`config.mk`:
```
export PLATFORM = sky130hd
export DESIGN_NAME = mem_stage_mo
export DESIGN_NICKNAME = d
export VERILOG_FILES = /design/src/rtl/mem_stage_mo.sv
export SDC_FILE = /design/constraint.sdc
export NUM_CORES = 1
export LEC_CHECK = 0
export ABC_AREA = 1
export CELL_PAD_IN_SITES_DETAIL_PLACEMENT = 0
export CELL_PAD_IN_SITES_GLOBAL_PLACEMENT = 1
export CORE_MARGIN = 10
export CORE_UTILIZATION = 28
export CTS_CLUSTER_DIAMETER = 60
export DETAILED_ROUTE_END_ITERATION = 8
export GPL_ROUTABILITY_DRIVEN = 0
export PLACE_DENSITY_LB_ADDON = 0.1
export SYNTH_ARGS = -nofsm -noshare
export SYNTH_HDL_FRONTEND = slang
export SYNTH_SLANG_ARGS = --single-unit
```
`constraint.sdc`:
```
create_clock -name clk -period 5.16 [get_ports clk]
set_input_delay 1.032 -clock clk [delete_from_list [all_inputs] [get_ports clk]]
set_output_delay 1.032 -clock clk [all_outputs]
set_load 0.01 [all_outputs]
```
`src/rtl/mem_stage_mo.sv`:
```
// mem_stage_mo: multi-outstanding MEM stage sitting between EX and WB.
// Queues up to DEPTH instructions. In-order data_ok responses are matched to
// the oldest queued load still waiting for data. The head entry's load data is
// formatted, with per-byte GPR write strobes, for WB and for forwarding to ID.
// Responses that belong to instructions killed by a WB flush are counted and
// dropped.
// Optional feature: define MEM_UNALIGNED_EN to build lwl/lwr formatting with
// partial strobes. Without it, lwl/lwr behave as lw.
module mem_stage_mo #(
  parameter int DEPTH     = 4,
  parameter int MAX_OUTST = 4,
  parameter int CNT_W     = 3
) (
  input  logic        clk,
  input  logic        resetn,
  input  logic        es_to_ms_valid,
  output logic        ms_allowin,
  input  logic [31:0] es_pc,
  input  logic [31:0] es_exe_result,
  input  logic [4:0]  es_dest,
  input  logic        es_gr_we,
  input  logic [2:0]  es_load_op,
  input  logic        es_wait_mem,
  input  logic        es_req_fire,
  output logic        ms_req_allow,
  input  logic        data_sram_data_ok,
  input  logic [31:0] data_sram_rdata,
  input  logic        ws_allowin,
  output logic        ms_to_ws_valid,
  output logic [31:0] ms_pc,
  output logic [4:0]  ms_dest,
  output logic [31:0] ms_final_result,
  output logic [3:0]  ms_gr_strb,
  input  logic        ws_flush,
  input  logic [4:0]  id_rs,
  input  logic [4:0]  id_rt,
  output logic        rs_fwd_valid,
  output logic        rt_fwd_valid,
  output logic        rs_blk,
  output logic        rt_blk,
  output logic [31:0] fwd_data,
  output logic [3:0]  fwd_strb
);

  localparam int PTR_W = (DEPTH > 1) ? $clog2(DEPTH) : 1;
  localparam int OCC_W = PTR_W + 1;

  localparam logic [2:0] LD_LB  = 3'd1;
  localparam logic [2:0] LD_LBU = 3'd2;
  localparam logic [2:0] LD_LH  = 3'd3;
  localparam logic [2:0] LD_LHU = 3'd4;
  localparam logic [2:0] LD_LW  = 3'd5;
  localparam logic [2:0] LD_LWL = 3'd6;
  localparam logic [2:0] LD_LWR = 3'd7;

  // Per-entry payload
  logic [31:0] r_pc       [DEPTH];
  logic [31:0] r_res      [DEPTH];
  logic [31:0] r_data     [DEPTH];
  logic [4:0]  r_dest     [DEPTH];
  logic [2:0]  r_load_op  [DEPTH];
  logic [DEPTH-1:0] r_gr_we;
  logic [DEPTH-1:0] r_wait_mem;

  // Per-entry control and queue bookkeeping
  logic [DEPTH-1:0] r_valid;
  logic [DEPTH-1:0] r_done;
  logic [PTR_W-1:0] r_wr_ptr;
  logic [PTR_W-1:0] r_rd_ptr;
  logic [OCC_W-1:0] r_count;
  logic [CNT_W-1:0] r_pending;
  logic [CNT_W-1:0] r_discard;

  logic [PTR_W-1:0] w_age_idx [DEPTH];
  logic             w_head_cmpl;
  logic             w_full;
  logic             w_enq;
  logic             w_deq;
  logic             w_tgt_hit;
  logic [PTR_W-1:0] w_tgt_idx;
  logic             w_resp_drop;
  logic             w_resp_wr;
  logic             w_ok_dec;
  logic [CNT_W-1:0] w_pending_next;
  logic [31:0]      w_ld_data;
  logic [1:0]       w_addr;
  logic [7:0]       w_byte;
  logic [15:0]      w_half;
  logic [31:0]      w_result;
  logic [3:0]       w_strb;
  logic             w_rs_hit;
  logic             w_rs_head;
  logic             w_rt_hit;
  logic             w_rt_head;

  // w_age_idx[k] is the slot holding the k-th oldest entry (0 = head)
  for (genvar g = 0; g < DEPTH; g++) begin : g_age
    assign w_age_idx[g] = r_rd_ptr + PTR_W'(g);
  end

  assign w_head_cmpl    = r_valid[r_rd_ptr] && (!r_wait_mem[r_rd_ptr] || r_done[r_rd_ptr]);
  assign ms_to_ws_valid = w_head_cmpl && !ws_flush;
  assign w_deq          = ms_to_ws_valid && ws_allowin;
  assign w_full         = (r_count == OCC_W'(DEPTH));
  assign ms_allowin     = !w_full || w_deq;
  assign w_enq          = es_to_ms_valid && ms_allowin && !ws_flush;

  assign w_resp_drop    = data_sram_data_ok && (r_discard != '0);
  assign w_resp_wr      = data_sram_data_ok && !w_resp_drop && w_tgt_hit;
  assign w_ok_dec       = data_sram_data_ok && (r_pending != '0);
  assign w_pending_next = r_pending + CNT_W'(es_req_fire) - CNT_W'(w_ok_dec);
  assign ms_req_allow   = (r_pending < CNT_W'(MAX_OUTST));

  // Find the oldest queued entry that still waits for its data_ok response
  always_comb begin
    w_tgt_hit = 1'b0;
    w_tgt_idx = '0;
    for (int k = 0; k < DEPTH; k++) begin
      if (!w_tgt_hit && r_valid[w_age_idx[k]] && r_wait_mem[w_age_idx[k]] &&
          !r_done[w_age_idx[k]]) begin
        w_tgt_hit = 1'b1;
        w_tgt_idx = w_age_idx[k];
      end
    end
  end

  // Queue pointers, occupancy and per-entry valid/done flags
  always_ff @(posedge clk or negedge resetn) begin
    if (!resetn) begin
      r_wr_ptr <= '0;
      r_rd_ptr <= '0;
      r_count  <= '0;
      r_valid  <= '0;
      r_done   <= '0;
    end else if (ws_flush) begin
      r_wr_ptr <= '0;
      r_rd_ptr <= '0;
      r_count  <= '0;
      r_valid  <= '0;
    end else begin
      if (w_deq) begin
        r_valid[r_rd_ptr] <= 1'b0;
        r_rd_ptr          <= r_rd_ptr + PTR_W'(1);
      end
      if (w_resp_wr) begin
        r_done[w_tgt_idx] <= 1'b1;
      end
      if (w_enq) begin
        r_valid[r_wr_ptr] <= 1'b1;
        r_done[r_wr_ptr]  <= 1'b0;
        r_wr_ptr          <= r_wr_ptr + PTR_W'(1);
      end
      r_count <= r_count + OCC_W'(w_enq) - OCC_W'(w_deq);
    end
  end

  // Outstanding-request counter and count of stale responses still to drop
  always_ff @(posedge clk or negedge resetn) begin
    if (!resetn) begin
      r_pending <= '0;
      r_discard <= '0;
    end else begin
      r_pending <= w_pending_next;
      if (ws_flush) begin
        r_discard <= w_pending_next;
      end else if (w_resp_drop) begin
        r_discard <= r_discard - CNT_W'(1);
      end
    end
  end

  // Entry payload capture on enqueue and load data capture on response
  always_ff @(posedge clk) begin
    if (w_enq) begin
      r_pc[r_wr_ptr]       <= es_pc;
      r_res[r_wr_ptr]      <= es_exe_result;
      r_dest[r_wr_ptr]     <= es_dest;
      r_load_op[r_wr_ptr]  <= es_load_op;
      r_gr_we[r_wr_ptr]    <= es_gr_we;
      r_wait_mem[r_wr_ptr] <= es_wait_mem;
    end
    if (w_resp_wr) begin
      r_data[w_tgt_idx] <= data_sram_rdata;
    end
  end

  // Format the head entry's load data and build its GPR byte strobes
  always_comb begin
    w_ld_data = r_data[r_rd_ptr];
    w_addr    = r_res[r_rd_ptr][1:0];
    w_byte    = w_ld_data[{w_addr, 3'b000} +: 8];
    w_half    = w_addr[1] ? w_ld_data[31:16] : w_ld_data[15:0];
    w_result  = r_res[r_rd_ptr];
    w_strb    = {4{r_gr_we[r_rd_ptr]}};
    case (r_load_op[r_rd_ptr])
      LD_LB:  w_result = {{24{w_byte[7]}}, w_byte};
      LD_LBU: w_result = {24'd0, w_byte};
      LD_LH:  w_result = {{16{w_half[15]}}, w_half};
      LD_LHU: w_result = {16'd0, w_half};
      LD_LW:  w_result = w_ld_data;
`ifdef MEM_UNALIGNED_EN
      LD_LWL: begin
        w_result = w_ld_data << {~w_addr, 3'b000};
        w_strb   = {4{r_gr_we[r_rd_ptr]}} & (4'b1111 << ~w_addr);
      end
      LD_LWR: begin
        w_result = w_ld_data >> {w_addr, 3'b000};
        w_strb   = {4{r_gr_we[r_rd_ptr]}} & (4'b1111 >> w_addr);
      end
`else
      LD_LWL, LD_LWR: w_result = w_ld_data;
`endif
      default: w_result = r_res[r_rd_ptr];
    endcase
  end

  // Locate the youngest queued writer of each ID source register
  always_comb begin
    w_rs_hit  = 1'b0;
    w_rs_head = 1'b0;
    w_rt_hit  = 1'b0;
    w_rt_head = 1'b0;
    for (int k = 0; k < DEPTH; k++) begin
      if (r_valid[w_age_idx[k]] && r_gr_we[w_age_idx[k]] && (id_rs != 5'd0) &&
          (r_dest[w_age_idx[k]] == id_rs)) begin
        w_rs_hit  = 1'b1;
        w_rs_head = (k == 0);
      end
      if (r_valid[w_age_idx[k]] && r_gr_we[w_age_idx[k]] && (id_rt != 5'd0) &&
          (r_dest[w_age_idx[k]] == id_rt)) begin
        w_rt_hit  = 1'b1;
        w_rt_head = (k == 0);
      end
    end
  end

  assign rs_fwd_valid = w_rs_hit && w_rs_head && w_head_cmpl && !ws_flush;
  assign rt_fwd_valid = w_rt_hit && w_rt_head && w_head_cmpl && !ws_flush;
  assign rs_blk       = w_rs_hit && !(w_rs_head && w_head_cmpl) && !ws_flush;
  assign rt_blk       = w_rt_hit && !(w_rt_head && w_head_cmpl) && !ws_flush;

  assign ms_pc           = r_pc[r_rd_ptr];
  assign ms_dest         = r_dest[r_rd_ptr];
  assign ms_final_result = w_result;
  assign ms_gr_strb      = w_strb;
  assign fwd_data        = w_result;
  assign fwd_strb        = (rs_fwd_valid || rt_fwd_valid) ? w_strb : 4'b0000;

endmodule

```
==> run metrics <==
outcome=finished clean; n_diodes=0; critical path class=flop to primary output; worst-margin pin slew=0.766 ns; Final Cell Area=24700 sq um; Mapped Nets=1874; most common cell after layout, fill and taps aside=edfxtp_1; Post-synth ARST share=roughly 4.7%; vias in the first global route=between 10000 and 15000; final net count=2072; share of layout cells above drive strength 1=8.13%; Boundary Pins=between 200 and 250; post-route minimum period=4.90 ns; Clock Tree Root=clkbuf_16; CTS sink count=between 400 and 500; DP HPWL=between 30000 and 40000 um; PortBufs=roughly 240; Post-DP Area=between 20000 and 25000 sq um; Clock Latency Late Sink=approximately 0.60 ns; commonest cells after routing, fill and taps aside=edfxtp_1, nand2_1, clkdlybuf4s50_1; synth unique cells=between 40 and 50; final hold violation count=0; largest net degree at the start of global routing=about 120; RSZ-0062 raised after global routing=false; die width=approximately 290 um; number of enable flip-flop cells after synthesis=424; critical path startpoint=r_rd_ptr[0]; Die Y=about 290 um; Fin Hold WS=0.503 ns; initial core utilization=~28%; Core ar.=roughly 70000 sq um; fin. max-slew vios=0; Via density=4.69; clock skew=0.0261 ns; Post-Syn Area=slightly below 20000 sq um; crit path max fanout=67; fmax=0.204 GHz; Crit. End Element=primary output; Avg Inst Size Synth=11.4 sq um; Syn. warnings=0; Gate Count Post-Synth=1735; Area Growth Syn to Fin=24.9%; hold_buf cts=0; vias=~14000; TNS Setup=0 ns; num rows=97; All-Layer GR Usage=between 10% and 20%; MaxCap Viol Count=0; Clock Path Buffers=3; critical path required time=slightly above 4 ns; leakage power=between 8 and 9 nW; die area=81700 sq um; Wirelength per Cell=20.9 um; CTS tree=yes; element type at the critical path start=flop; Final ANT Viol Nets=0; first-pass GRT wire length=about 90000 um; H-tree level count=2; worst r2r src=r_rd_ptr[1]; worst hold start=r_discard[1]; Max-slew headroom=roughly 50%; CTS buffer count=53; Final period util=a little over nine tenths; clock slew at reported path FFs=around 0.060 ns; Seq cells post-synth=445; DRT Pass-1 Iters=5; Placement Setup Slack=0.566 ns; post-synthesis sequential area ratio=about two thirds; number of DRC markers in iteration 0=around 860; P per Cell Area=429 nW/um^2; grt ovf=0; Max rail drop VDD=~0.22 mV; routed wire length=approximately 61000 um; WP data arrival=~3.9 ns; initial antenna violation count=8; final setup violation count=0; Worst Hold Class=flop to flop; # DRC=0; PnR worst setup slack=~0.26 ns; ys flop type=edfxtp_1
[logic make-up after synthesis]
| group | synth area share, % |
|---|---|
| mux | 0.101 |
| flops | 67.0 |
| buf+inv | 5.61 |
| simple gates | 13.7 |
| compound gates | 11.0 |
| fa+ha+maj | 1.09 |
| xor+xnor | 1.46 |
[per-layer routing]
layer	global-route usage [%]	part of all wire [%]	vias to the layer above
li1	-	-	6518
met1	19.1	46	6724
met2	23.9	48	292
met3	2.94	4.6	81
met4	3.00	1.6	12
met5	0	0.13	-
[synthesized netlist by cell type, types with 8 or more instances]
cell type	number	area (sq um)
inv_1	70	263
buf_2	38	190
xor2_1	30	263
ha_1	14	175
nand3_1	96	480
nor2_2	10	62.6
nor2_1	185	694
o21ai_0	165	826
o2111ai_1	10	87.6
o21ai_2	13	114
buf_4	58	435
o21ai_1	18	90.1
a31oi_1	8	50.1
nand2_1	322	1210
nand4_1	8	50.1
dfrtp_1	21	526
a32o_1	10	100
edfxtp_1	424	12700
clkbuf_1	30	113
o22ai_1	69	432
inv_2	12	45.0
a21oi_1	62	310
[cell type report]
class                           count  area [sq um]
Fill cell                        6997         45300
Inverter                           85           332
Clock inverter                     23           233
Sequential cell                   445         13300
Timing Repair Buffer              275          2810
Multi-Input combinational cell   1073          5490
Clock buffer                       66          1390
Tap cell                          940          1180
[critical path, stage by stage, from the launching register on]
cell and delay [ns]:
dfrtp_4 0.63, inv_6 0.22, buf_12 0.31, nand2_1 0.09, nand3_1 0.10, nand2_2 0.10, o21ai_1 0.29, nor2_2 0.07
buf_4 0.20, a31oi_1 0.41, nand3_1 0.24, clkdlybuf4s50_1 0.55
[worst paths after layout]
| kind | to | slack (ns) | cells after the start |
|---|---|---|---|
| max in group asynchronous | r_rd_ptr[0] | 4.09 | 2 |
| min in group asynchronous | r_done[1] | 0.80 | 2 |
| worst min-delay path | r_discard[1] | 0.50 | 2 |
| worst min register to register | r_discard[1] | 0.50 | 2 |
| worst max-delay path | fwd_data[27] | 0.26 | 11 |
| worst max register to register | r_data[3][20] | 1.51 | 12 |
[stage by stage]
stage | std cells | power [mW] | utilization (%)
global route | 2907 | 11.2 | 35.3
floorplan | 1735 | 5.97 | -
global placement | 2817 | 7.24 | 32.8
CTS | 2906 | 10.8 | 35.2
detailed placement | 2817 | 7.24 | 32.8
finish | 2907 | 10.6 | 35.3
[repair_timing]
action                     4_1_cts  5_1_grt
setup buffers                    0        0
resized for setup                0       12
setup endpoints to repair        0       29
[power by group]
group	internal [mW]	total [mW]	switching [mW]
registers	4.17	4.24	0.0699
logic	1.16	2.88	1.72
clock network	2.04	3.48	1.44
total	7.37	10.6	3.23
[sequential cells by signal (all words and copies together) (netlist names)]
signal	cells
r_count	3
r_data	128
r_dest	20
r_discard	3
r_done	4
r_gr_we	4
r_load_op	12
r_pc	128
r_pending	3
r_rd_ptr	2
r_res	128
r_valid	4
r_wait_mem	4
r_wr_ptr	2
Power figures use the tool's default switching activity.
